<file path="src/rtl/phase_sequencer.sv">
`default_nettype none
// ============================================================================
//  Module      : phase_sequencer
//  Description : Tap-phase sequencer for a time-multiplexed serial FIR.
//                On a start strobe it walks phase 0..TAPS-1 once for each
//                of CHANNELS band channels, providing first/last-phase
//                strobes, a busy flag, a frame_done pulse and sticky
//                overrun detection.
//  Options     : PHASE_SEQUENCER_OVERRUN_EN - include overrun detection;
//                when undefined, overrun is tied low.
//  Revision    : 1.0 - initial release
// ============================================================================
module phase_sequencer #(
  parameter int TAPS     = 64,
  parameter int CHANNELS = 8
) (
  input  logic                                     clk,
  input  logic                                     reset,
  input  logic                                     clk_enable,
  input  logic                                     start,
  output logic [$clog2(TAPS)-1:0]                  phase,
  output logic [((CHANNELS > 1) ? $clog2(CHANNELS) : 1)-1:0] chan,
  output logic                                     busy,
  output logic                                     phase_first,
  output logic                                     phase_last,
  output logic                                     control_phase_bar,
  output logic                                     frame_done,
  output logic                                     overrun
);

  localparam int PW = $clog2(TAPS);
  localparam int CW = (CHANNELS > 1) ? $clog2(CHANNELS) : 1;

  localparam logic [PW-1:0] c_last_phase = PW'(TAPS - 1);
  localparam logic [CW-1:0] c_last_chan  = CW'(CHANNELS - 1);

  typedef enum logic [0:0] {
    IDLE = 1'b0,
    RUN  = 1'b1
  } state_t;

  state_t          r_state, w_state_next;
  logic [PW-1:0]   r_phase, w_phase_next;
  logic [CW-1:0]   r_chan,  w_chan_next;
  logic            r_frame_done, w_frame_done_next;
  logic            w_phase_wrap;
  logic            w_final;

  // Phase wrap is an explicit compare so non-power-of-two tap counts work.
  assign w_phase_wrap = (r_phase == c_last_phase);
  assign w_final      = w_phase_wrap && (r_chan == c_last_chan);

  // Next-state logic; everything holds while clk_enable is low.
  always_comb begin
    w_state_next      = r_state;
    w_phase_next      = r_phase;
    w_chan_next       = r_chan;
    w_frame_done_next = r_frame_done;
    if (clk_enable) begin
      w_frame_done_next = 1'b0;
      case (r_state)
        IDLE: begin
          if (start) begin
            w_state_next = RUN;
            w_phase_next = '0;
            w_chan_next  = '0;
          end
        end
        RUN: begin
          if (w_phase_wrap) begin
            w_phase_next = '0;
            if (w_final) begin
              // End of frame: a start here is taken back-to-back.
              w_chan_next       = '0;
              w_frame_done_next = 1'b1;
              w_state_next      = start ? RUN : IDLE;
            end else begin
              w_chan_next = r_chan + 1'b1;
            end
          end else begin
            w_phase_next = r_phase + 1'b1;
          end
        end
        default: begin
          w_state_next = IDLE;
          w_phase_next = '0;
          w_chan_next  = '0;
        end
      endcase
    end
  end

  // State, counters and frame_done register.
  always_ff @(posedge clk) begin
    if (reset) begin
      r_state      <= IDLE;
      r_phase      <= '0;
      r_chan       <= '0;
      r_frame_done <= 1'b0;
    end else begin
      r_state      <= w_state_next;
      r_phase      <= w_phase_next;
      r_chan       <= w_chan_next;
      r_frame_done <= w_frame_done_next;
    end
  end

`ifdef PHASE_SEQUENCER_OVERRUN_EN
  logic r_overrun;
  logic w_overrun_set;

  // A start that cannot be accepted is any enabled start in RUN except
  // on the final phase of the last channel.
  assign w_overrun_set = clk_enable && (r_state == RUN) && start && !w_final;

  // Sticky overrun flag, cleared only by reset.
  always_ff @(posedge clk) begin
    if (reset) begin
      r_overrun <= 1'b0;
    end else if (w_overrun_set) begin
      r_overrun <= 1'b1;
    end
  end

  assign overrun = r_overrun;
`else
  assign overrun = 1'b0;
`endif

  assign phase             = r_phase;
  assign chan              = r_chan;
  assign busy              = (r_state == RUN);
  assign frame_done        = r_frame_done;
  assign phase_first       = busy && clk_enable && (r_phase == '0);
  assign phase_last        = busy && clk_enable && w_phase_wrap;
  assign control_phase_bar = ~phase_last;

endmodule
`default_nettype wire

</file>
<file path="config.mk">
export PLATFORM = sky130hd
export DESIGN_NAME = phase_sequencer
export DESIGN_NICKNAME = d
export VERILOG_FILES = /design/src/rtl/phase_sequencer.sv
export SDC_FILE = /design/constraint.sdc
export NUM_CORES = 1
export LEC_CHECK = 0
export ABC_AREA = 1
export BUFFER_PORTS_ARGS = -buffer_cell sky130_fd_sc_hd__buf_2
export CAP_MARGIN = 20
export CORE_AREA = 10 10 67 52
export DETAILED_ROUTE_END_ITERATION = 10
export DIE_AREA = 0 0 77 62
export PLACE_DENSITY = 0.55
export SLEW_MARGIN = 10
export SYNTH_ARGS = -nofsm -noshare
export SYNTH_HDL_FRONTEND = slang
export SYNTH_SLANG_ARGS = --single-unit
</file>
<file path="constraint.sdc">
create_clock -name clk -period 1.8 [get_ports clk]
set_input_delay 0.09 -clock clk [delete_from_list [all_inputs] [get_ports clk]]
set_output_delay 0.09 -clock clk [all_outputs]
set_load 0.03 [all_outputs]
</file>
Word-level counts from Yosys, hierarchy flattened
Index checks and enable logic that the tools add are counted.
- add/subtract/negate cells: 2
- multiply operators: 0
- div/mod/pow operators: 0
- $lt $le $gt $ge: 0
- equality and inequality tests: 4
- shift-type cells: 0
- mux-type cells: 14
- bitwise logic cells: 2
- reduce and logical (&&, ||, !) cells: 7
- operators by type and width (kind ; count):
    $mux W6 ; 2
    $pmux W6 S2 ; 1
    $mux W3 ; 3
    $add A6 B1 Y6 const B ; 1
    $eq A6 B6 Y1 const B ; 1
    $logic_not A6 Y1 ; 1
    $mux W1 ; 6
    $pmux W3 S2 ; 1
    $logic_and A1 B1 Y1 ; 4
    $add A3 B1 Y3 const B ; 1
    $eq A3 B3 Y1 const B ; 1
    $reduce_and A3 Y1 ; 1
    $ne A2 B1 Y1 const B ; 1
    $ne A2 B2 Y1 const B ; 1
    $not A1 Y1 ; 2
    $pmux W1 S2 ; 1
    $reduce_and A2 Y1 ; 1
- register bits after elaboration: 11
- latch bits: 0
- memory bits (writable): 0
- bits in read-only memories: 0
- bits of input ports: 4
- word-level logic and storage cells: 33
- memories kept: 0

Depth between registers and ports, before layout
- depth after elaboration: 5
- gate-level depth with buffers: 8
- gate-level depth less buffers: 8

Worst setup path after synthesis
No wires, ideal clock.
- path kind: register to output
- start point: reg r_state, in the netlist busy
- end point: out phase_first
- arrival: 1.598 ns
- required time: 1.710 ns
- setup slack: 0.112 ns
- cell stages (with the launch flop): 5
- path buffers: 0
- cells stage by stage: dfxtp_1 -> nand2_1 -> inv_2 -> nand3_1 -> nor3_1
- word-level cells in the longest chain between the ends: 2
- ends and longest elaborated chain (element ; RTL line ; RTL):
    from (decl) ; 42 ; state_t r_state, w_state_next;
    from (signal assigned) ; 101 ; r_state <= w_state_next;
    $logic_and A1 B1 Y1 (2 in series) ; 134 ; assign phase_first = busy && clk_enable && (r_phase == '0);
    to (decl) ; 24 ; output logic phase_first,
No other way between the ends.

Worst setup path in the final report
- start point: reg r_phase[0], in the netlist phase[0]
- end point: out phase_last
- word-level cells in the longest chain between the ends: 2
- ends and longest elaborated chain (element ; RTL line ; RTL):
    from (decl) ; 43 ; logic [PW-1:0] r_phase, w_phase_next;
    from (signal assigned) ; 102 ; r_phase <= w_phase_next;
    $eq A6 B6 Y1 ; 50 ; assign w_phase_wrap = (r_phase == c_last_phase);
    $logic_and A1 B1 Y1 ; 135 ; assign phase_last = busy && clk_enable && w_phase_wrap;
    to (decl) ; 25 ; output logic phase_last,
No other way between the ends.

==> impl_results.md <==
* FF-to-FF End: chan[0]
* R2R cell count at 8
* Final instance count without filler cells at 149
* Clk buf depth at 2
* Crit path kind: flop to output pin
* PostCTS Resize Cnt at 0
* Slowest cell delay on critical path at 450 ps
* RR Startpoint: phase[0]
* Final core occ at 34.1%
* Post-placement cell area at 761 um2
* Crit-path cells: ha_1, nand3_4, nor2_4, nand2_4, inv_1, buf_2
* Status: completed
* Largest net degree at the start of global routing at 9
* Synth area leaders: dfxtp_1 (34%), nand2_1 (19%), ha_1 (7.8%), inv_1 (6.4%), a21oi_1 (5.5%)
* Row cnt at 15
* Die Area at 4770 um2
* Core region area at 2310 um2
* Multi-input gate area at 368 um2
* Detailed placement HPWL at 1280 um
* Sequential area share after synthesis at 34.4%
* Post-route DRC at 0
* Sink Count at 11
* CP Capture Point: phase_last
* # hold bufs at CTS at 0
* Power Density at 655 nW/um2
* # IOs at 19
* Vias in the first global route at 566
* Dpl cells at 145
* Worst vdd ir at 0.263 mV
* Port Buffers at 17
* Avg Inst Size Synth at 6.74 um2
* Fin. max-slew vios at 0
* Yosys top cell area share at 34.4%
* WP data arrival at 1560 ps
* Max-Cap Viols at 0
* Worst Path Max Fanout at 8
* Initial antenna violation count at 0
* Crit path from: phase[0]
* Final Instance Area at 787 um2
* First-pass GRT wire length at 2530 um
* Setup TNS at 0 ps
* Crit path max-delay cell type: dfxtp_1
* Final ANT Viol Nets at 0
* CTS buffer count at 3
* Starting Density at 27.8%
* Root cell of the clock tree: clkbuf_4
* Crit path capture type: output pin
* RePlAce Congestion at 0.797
* Initial drt markers at 39
* Setup bufs post-CTS at 0
* WL/cell at 10.7 um
* CTS tree: done
* Antenna cells at 0
* TritonRoute pass-1 iters at 4
* Post-synthesis net count at 103
* Fillers at 261
* Via density at 4.21
* Syn-to-layout area delta at 22.9%
* Hold Crit Class: primary input to flop
* Cell variety after synth at 20
* CP Data Required Time at 1710 ps
* Fin. Hold Viols at 0
* Synth Register Bits at 11
* Total power at 0.516 mW
* Clk_lat worst skew at 270 ps
* Final Net Count at 124
* Via count at 627
* Clock Skew at 9.44 ps
* Flop-to-flop setup slack at 400 ps
* GRT Util Overall at 6.82%
* Die X at 77 um
* Startpoint Class: flop
* Gr ovfl total at 0
* Post-Syn Area at 641 um2
* P_leak at 0.394 nW
* Register area at 220 um2
* Yosys warns at 0
* Tcrit/Tclk final at 91.7%
* Die Ht at 62 um
* CTS HTree Levels at 1
* Final number of setup-violating endpoints at 0
* Synth Instances at 95
* Layout cells sized above 1 at 21.7%
* Clock transition at path regs at 70 ps
* Synth area leader: dfxtp_1
* RSZ-0062 raised after global routing: false
* Achievable Freq at 606 MHz
* Fin crit period at 1650 ps
* Final WL at 1600 um
[per-layer routing]
metal	vias to the layer above	share of wire (%)	routed length, um	GRT usage (%)
met5	-	0	0	0
met4	0	0	0	2.33
met3	0	7.9	127	4.02
met2	17	45	712	10.5
met1	271	47	759	7.80
li1	339	-	-	-
[worst max-delay path: cells and delay by family (launching register included)]
kind / cells / cell delay (ps)
flip-flops: 1 / 450
buffers and inverters: 2 / 230
adder cells (fa/ha/maj): 1 / 270
AND/OR/NAND/NOR: 3 / 340
[logic make-up (layout without fill, tap and decap cells)]
| logic type | count (synthesis) | after routing | synth area share [%] |
|---|---|---|---|
| AO/OA/AOI/OAI | 13 | 13 | 10.7 |
| adder cells (fa/ha/maj) | 4 | 4 | 7.81 |
| buffers and inverters | 13 | 33 | 8.20 |
| flip-flops | 11 | 11 | 34.4 |
| other | 1 | 1 | 0.585 |
| AND/OR/NAND/NOR | 53 | 53 | 38.3 |
[layout make-up]
| type | instances | area share, % |
|---|---|---|
| Tap cell | 34 | 5.41 |
| Inverter | 12 | 5.72 |
| Timing Repair Buffer | 17 | 10.8 |
| Clock buffer | 4 | 3.34 |
| Sequential cell | 11 | 28.0 |
| Multi-Input combinational cell | 71 | 46.7 |
[metrics by stage]
stage,setup slack (ps),hold slack (ps)
floorplan,112,159
global placement,457,353
detailed placement,418,357
CTS,139,65.9
global route,3.54,60.7
finish,150,69.9
[state kept, by name, summed over array words and instances (netlist names)]
| register | cells |
|---|---|
| phase | 6 |
| busy | 1 |
| frame_done | 1 |
| chan | 3 |
[report_power, final]
part	internal (mW)	switching (mW)	total [mW]
Sequential	0.252	0.0107	0.263
Combinational	0.0249	0.0591	0.0841
Clock	0.0859	0.0831	0.169
[cells in the final DEF (no fill, tap or decap), types with 3 or more instances in the layout]
master / instances
nand2_1: 32
buf_2: 17
inv_1: 11
dfxtp_1: 11
nor2_1: 8
a21oi_1: 7
nand3_1: 6
o21ai_0: 4
ha_1: 4
clkbuf_4: 3
[Yosys cell counts (all sizes together)]
cell type,instances
nor3,1
nand4,1
conb,1
nand3b,1
a21boi,1
a31oi,1
o21ai,4
nand2,34
inv,12
nor2,9
dfxtp,11
nand3,7
buf,1
a21oi,7
ha,4
[how the worst min path moves through the flow]
| stage | startpoint | endpoint | slack [ps] | cells past startpoint |
|---|---|---|---|---|
| floorplan | reset | frame_done | 160 | 1 |
| global placement | reset | frame_done | 350 | 2 |
| detailed placement | reset | phase[5] | 360 | 2 |
| CTS | reset | frame_done | 70 | 2 |
| finish | reset | phase[1] | 70 | 2 |
| global route | reset | frame_done | 60 | 2 |
Note: power is estimated with default switching activity, not from simulation.
